--- config.mk ---
export PLATFORM = sky130hd
export DESIGN_NAME = voice_sched
export DESIGN_NICKNAME = d
export VERILOG_FILES = /design/src/rtl/voice_sched.sv
export SDC_FILE = /design/constraint.sdc
export NUM_CORES = 1
export LEC_CHECK = 0
export CORE_MARGIN = 5
export CORE_UTILIZATION = 35
export CTS_CLUSTER_DIAMETER = 80
export DETAILED_ROUTE_END_ITERATION = 8
export GPL_TIMING_DRIVEN = 0
export MAX_ROUTING_LAYER = met4
export PLACE_DENSITY = 0.6
export SLEW_MARGIN = 20
export SYNTH_ARGS = -nofsm -noshare
export SYNTH_HDL_FRONTEND = slang
export SYNTH_SLANG_ARGS = --single-unit
--- constraint.sdc ---
create_clock -name clk_i -period 2.65 [get_ports clk_i]
set_input_delay 0.53 -clock clk_i [delete_from_list [all_inputs] [get_ports clk_i]]
set_output_delay 0.53 -clock clk_i [all_outputs]
set_load 0.02 [all_outputs]
--- src/rtl/voice_sched.sv ---
// voice_sched: per-sample sequencer for the shared voice datapath.
// On each accepted sample tick it clears the mixer, runs the oscillator and
// envelope once per voice, accumulates every voice into the mixer, runs the
// filter once and finally flags a finished output sample.
module voice_sched #(
  parameter int NUM_VOICES = 3
) (
  input  logic       clk_i,
  input  logic       rst_ni,
  input  logic       tick_i,
  input  logic       en_i,
  output logic [1:0] voice_o,
  output logic       osc_start_o,
  input  logic       osc_done_i,
  output logic       env_start_o,
  input  logic       env_done_i,
  output logic       mix_clr_o,
  output logic       mix_acc_o,
  output logic       flt_start_o,
  input  logic       flt_done_i,
  output logic       sample_valid_o,
  output logic       busy_o,
  output logic       overrun_o,
  output logic [9:0] frame_cycles_o
);

  typedef enum logic [3:0] {
    IDLE,
    CLR,
    OSC,
    OSC_WAIT,
    ENV,
    ENV_WAIT,
    MIX,
    FLT,
    FLT_WAIT,
    DONE
  } state_e;

  localparam logic [1:0] LastVoice = 2'(NUM_VOICES - 1);
  localparam logic [9:0] CntMax    = 10'd1023;

  state_e     state_q, state_d;
  logic [1:0] voice_q, voice_d;
  logic [9:0] cnt_q, cnt_d;
  logic [9:0] frameCycles_q, frameCycles_d;
  logic       overrun_q, overrun_d;

  // Next-state logic: frame sequencing, voice index, busy-cycle counter and overrun detect
  always_comb begin
    state_d       = state_q;
    voice_d       = voice_q;
    cnt_d         = cnt_q;
    frameCycles_d = frameCycles_q;
    overrun_d     = tick_i && (state_q != IDLE);

    // cnt_q counts busy cycles including the current one, so DONE sees the full frame length
    if ((state_q != IDLE) && (cnt_q != CntMax)) begin
      cnt_d = cnt_q + 10'd1;
    end

    case (state_q)
      IDLE: begin
        if (tick_i && en_i) begin
          state_d = CLR;
          voice_d = '0;
          cnt_d   = 10'd1;
        end
      end
      CLR:      state_d = OSC;
      OSC:      state_d = OSC_WAIT;
      OSC_WAIT: if (osc_done_i) state_d = ENV;
      ENV:      state_d = ENV_WAIT;
      ENV_WAIT: if (env_done_i) state_d = MIX;
      MIX: begin
        if (voice_q == LastVoice) begin
          state_d = FLT;
        end else begin
          voice_d = voice_q + 2'd1;
          state_d = OSC;
        end
      end
      FLT:      state_d = FLT_WAIT;
      FLT_WAIT: if (flt_done_i) state_d = DONE;
      DONE: begin
        frameCycles_d = cnt_q;
        state_d       = IDLE;
      end
      default:  state_d = IDLE;
    endcase
  end

  // State and datapath registers; reset aborts any frame in progress
  always_ff @(posedge clk_i or negedge rst_ni) begin
    if (!rst_ni) begin
      state_q       <= IDLE;
      voice_q       <= '0;
      cnt_q         <= '0;
      frameCycles_q <= '0;
      overrun_q     <= 1'b0;
    end else begin
      state_q       <= state_d;
      voice_q       <= voice_d;
      cnt_q         <= cnt_d;
      frameCycles_q <= frameCycles_d;
      overrun_q     <= overrun_d;
    end
  end

  assign voice_o        = voice_q;
  assign mix_clr_o      = (state_q == CLR);
  assign osc_start_o    = (state_q == OSC);
  assign env_start_o    = (state_q == ENV);
  assign mix_acc_o      = (state_q == MIX);
  assign flt_start_o    = (state_q == FLT);
  assign sample_valid_o = (state_q == DONE);
  assign busy_o         = (state_q != IDLE);
  assign overrun_o      = overrun_q;
  assign frame_cycles_o = frameCycles_q;

endmodule
After elaboration in Yosys (flattened, before gate mapping)
Cells that the tools add are included.
- add/sub/neg operators: 2
- equality and inequality tests: 16
- mux-type cells: 12
- reductions and logical operators: 8
- operators with widths (kind ; number):
    $pmux 4 s9 ; 1
    $mux 10 ; 3
    $eq 4x3->1 const B ; 4
    $mux 4 ; 4
    $add 10x1->10 const B ; 1
    $ne 10x10->1 const B ; 1
    $ne 2x2->1 const B ; 5
    $eq 4x2->1 const B ; 2
    $eq 4x4->1 const B ; 2
    $eq 4x1->1 const B ; 1
    $logic_not 4->1 ; 1
    $mux 2 ; 2
    $pmux 2 s2 ; 1
    $reduce_and 4->1 ; 1
    $reduce_bool 4->1 ; 1
    $logic_and 1x1->1 ; 3
    $mux 3 ; 1
    $reduce_and 3->1 ; 1
    $add 2x1->2 const B ; 1
    $eq 2x2->1 const B ; 1
    $reduce_bool 2->1 ; 1
- bits in registers: 27
- input bits: 7
- output and inout bits: 20
- logic and storage cells: 43

Logic depth before layout (Yosys ltp)
Gate-level depths: netlist (run 1).
- depth after elaboration: 5
- gate-level depth with buffers: 6

Worst setup path after synthesis (run 1)
OpenSTA, ideal clock, no wires.
- path kind: register to output
- start: reg state_q[0]
- end: out osc_start_o
- arrival time: 1.160 ns
- data required time: 2.120 ns
- setup slack: 0.960 ns
- stages on the path, launching flop included: 3
- path through: dfrtp_1 -> or2b_1 -> nor3_1
- longest elaborated chain between the ends: 1
- RTL lines (what ; RTL line ; source):
    from (decl) ; 43 ; state_e state_q, state_d;
    from (signal assigned) ; 102 ; state_q <= state_d;
    $eq 4x2->1 ; 112 ; assign osc_start_o = (state_q == OSC);
    to (decl) ; 13 ; output logic osc_start_o,
Every way passes these cells.

Final worst setup path (run 1)
- start: reg state_q[3]
- end: out mix_acc_o
- longest elaborated chain between the ends: 1
- RTL lines (what ; RTL line ; source):
    $eq 4x3->1 ; 114 ; assign mix_acc_o = (state_q == MIX);
    to (decl) ; 18 ; output logic mix_acc_o,
Every way passes these cells.

==> results.md, run 1 <==
- Crit-path slowest cell: clkdlybuf4s50_1
- Total negative slack: 0 ns
- Hpwl dp: around 2000 um
- Antenna-violating nets left: 0
- Critical Path Sink: mix_acc_o
- DR vias: around 1,100
- Worst-Margin Slew: ~0.6 ns
- Clock root cell: clkbuf_8
- Post-synth top flop: dfrtp_1
- Max Slew Vio Count: 0
- GR Overflow Total: 0
- First-pass GRT wire length: 4570 um
- Worst path max stage delay: around 0.66 ns
- Vias in the first global route: 1,033
- Hold buffers post-CTS: 0
- DRT Pass-1 Iters: 4
- Worst IR Drop VDD: 0.538 mV
- Post-synth EDFFs: 0
- Worst Path Required: between 2 and 2.5 ns
- Design Power: 1.99 mW
- I/O Pins: 27
- Power density over the cells: 1150 nW/um2
- Initial DRC count: 30
- Met3 Routed Length: 82 um
- Crit path max fanout: 10
- Share of cells above drive strength 1: around 17%
- Die W: 72.1 um
- Starting Density: a little over a third
- Buf/Inv on CP: 2
- CP startpoint kind: register
- Slew headroom: 60.0%
- Min cycle time layout: 2.47 ns
- Unrepaired setup endpoints after global routing: false
- R2R depth: 5
- Core box area: around 3700 um2
- Fmax: between 400 and 500 MHz
- Delay-heaviest family, CP: buffers and inverters
- Clock Sinks: 27
- DIE AREA: between 5000 and 6000 um2
- Via density: 5.15
- Initial antenna violation count: 0
- Area Growth Syn to Fin: 27.7%
- Status: complete, no violations
- Clk buf depth: 2
- Final wirelength: roughly 2700 um
- GRT Total Usage: between 10% and 20%
- DRT met1 WL: 1260 um
- Worst min path class: input pin to async pin
- # nets final: between 150 and 200
- Async SR Flop Fraction: 100%
- # H-tree levels: 1
- WL/cell: around 13 um
- Crit-path cells: buf_2, nand2b_1, nor2_1, clkdlybuf4s50_1
- Seq/Total Area, Yosys: 50.0%
- Yosys warns: 0
- Final Skew: 0.00425 ns
- Die Y-Extent: ~72 um
- Mapped Cells: approximately 130
- Final Hold Violating Endpoints: 0
- Synth Register Bits: 27
- R2R Path End: cnt_q[3]
- Clock Latency Late Sink: around 0.27 ns
- Reg2reg setup slack: 0.98 ns
- Syn_nets: about 140
- Stages on worst setup path: 4
- Uppermost layer routed: met4
- Post-Syn Area: about 1400 um2
- Worst R2R Start: cnt_q[0]
- Final setup viols: 0
- Largest net degree at the start of global routing: 28
- Number of distinct library cells after synthesis: 36
- Crit share post-route: about 93%
- Pleak: around 0.74 nW
- # port buffers: 26
- # diodes: 0
- CTS tree: done
- Remaining DRCs: 0
- Setup crit end kind: primary output
- Crit Path Class: register to primary output
- Syn_area_per_cell: ~10 um2
- Clock transition at path regs: roughly 0.09 ns
- Maxcap violations: 0
- GPL Wtd Cong: 0.864
- CP Launch Point: state_q[3]
- Core Rows: 22
- CP Data Arrival Time: roughly 1.9 ns
- Met2 routed WL: 1300 um
- Cts bufs inserted: 3
[cell families after synthesis]
group / synth area share [%]
and+or+nand+nor: 21.2
AOI/OAI and AO/OA: 13.4
adders and majority gates: 1.85
DFF: 50.0
buffers and inverters: 2.96
muxes: 10.6
[through the flow]
step                setup slack (ns)  instance area, um2  util [%]  hold slack, ns  instances
floorplan                      0.960                1350         -           0.234        129
global placement               0.310                1670      45.3           0.490        203
detailed placement             0.295                1670      45.2           0.497        203
CTS                           0.0649                1710      46.4           0.275        207
global route                  0.0713                1730      46.8           0.297        209
finish                         0.178                1730      46.8           0.254        209
[layout make-up]
class / count / area, um2
fillers: 380 / 1960
clock buffers: 4 / 45.0
multi-input cells: 95 / 636
inverters: 3 / 13.8
well taps: 48 / 60.1
repair buffers: 28 / 269
flip-flops and latches: 27 / 676
plain buffers: 4 / 26.3
[flip-flops by register name (all words and copies together), names as in the netlist]
| register | count |
|---|---|
| cnt_q | 10 |
| frame_cycles_o | 10 |
| overrun_o | 1 |
| state_q | 4 |
| voice_o | 2 |
[what timing repair did]
action	4_1_cts	5_1_grt
pin swaps	0	1
setup buffers	0	2
gates resized for setup	1	0
endpoints found under the setup margin	1	1
[layer usage]
layer,vias up,global-route usage [%]
met4,0,5.64
met5,-,-
met3,4,2.49
li1,533,-
met2,13,17.6
met1,526,14.1
[where the power goes]
group	internal, mW	switching [mW]
combinational	0.481	0.522
clock	0.108	0.122
sequential	0.587	0.168
total	1.18	0.813
[cell usage in the layout, fill, tap and decap left out, types with 2 or more instances in the layout]
master and instances:
ha_1 2, nand2b_1 6, a31oi_1 2, nor2_1 12, nand3_1 7, nand2_1 12, o21ai_0 4, buf_2 4
o31ai_1 4, mux2_2 10, clkdlybuf4s50_1 24, buf_4 2, mux2i_1 3, a21oi_1 6, clkbuf_8 3, inv_1 2
o211ai_1 2, o22ai_1 2, nor3_1 5, a22o_1 2, dfrtp_1 27
[Yosys cell counts, types with 2 or more instances]
master     n  area share, %
mux2_2    10            8.3
o31ai_1    4            2.2
o211ai_1   2            1.1
mux2i_1    3            2.2
buf_2      3            1.1
nand2_1   12            3.3
inv_1      2           0.56
nand3_1    7            2.6
o21ai_0    4            1.5
nor3_1     5            1.9
a31oi_1    2           0.93
nor2_1    12            3.3
nand2b_1   6            2.8
ha_1       2            1.9
a22o_1     2            1.3
o22ai_1    2           0.93
a21oi_1    6            2.2
dfrtp_1   27             50
[worst reg2reg max path: stages (launching register included)]
cell and delay [ns]:
dfrtp_1 0.41, ha_1 0.18, nand3_1 0.20, o31ai_1 0.57, o211ai_1 0.14, o31ai_1 0.09
[worst min path at each step]
| stage | slack, ns | endpoint | start |
|---|---|---|---|
| floorplan | 0.23 | cnt_q[0] | rst_ni |
| global placement | 0.49 | frame_cycles_o[7] | frame_cycles_o[7] |
| detailed placement | 0.50 | frame_cycles_o[7] | frame_cycles_o[7] |
| CTS | 0.27 | frame_cycles_o[4] | rst_ni |
| global route | 0.30 | frame_cycles_o[4] | rst_ni |
| finish | 0.25 | frame_cycles_o[4] | rst_ni |
Note: power is estimated with default switching activity, not from simulation.
==> inputs of run 2 (changes only) <==
--- a/config.mk
+++ b/config.mk
@@ -12,6 +12,7 @@
 export GPL_TIMING_DRIVEN = 0
 export MAX_ROUTING_LAYER = met4
 export PLACE_DENSITY = 0.6
+export SKIP_LAST_GASP = 1
 export SLEW_MARGIN = 20
 export SYNTH_ARGS = -nofsm -noshare
 export SYNTH_HDL_FRONTEND = slang
==> results of run 2 <==
Final layout, timing and power as in run 1 (identical DEF).
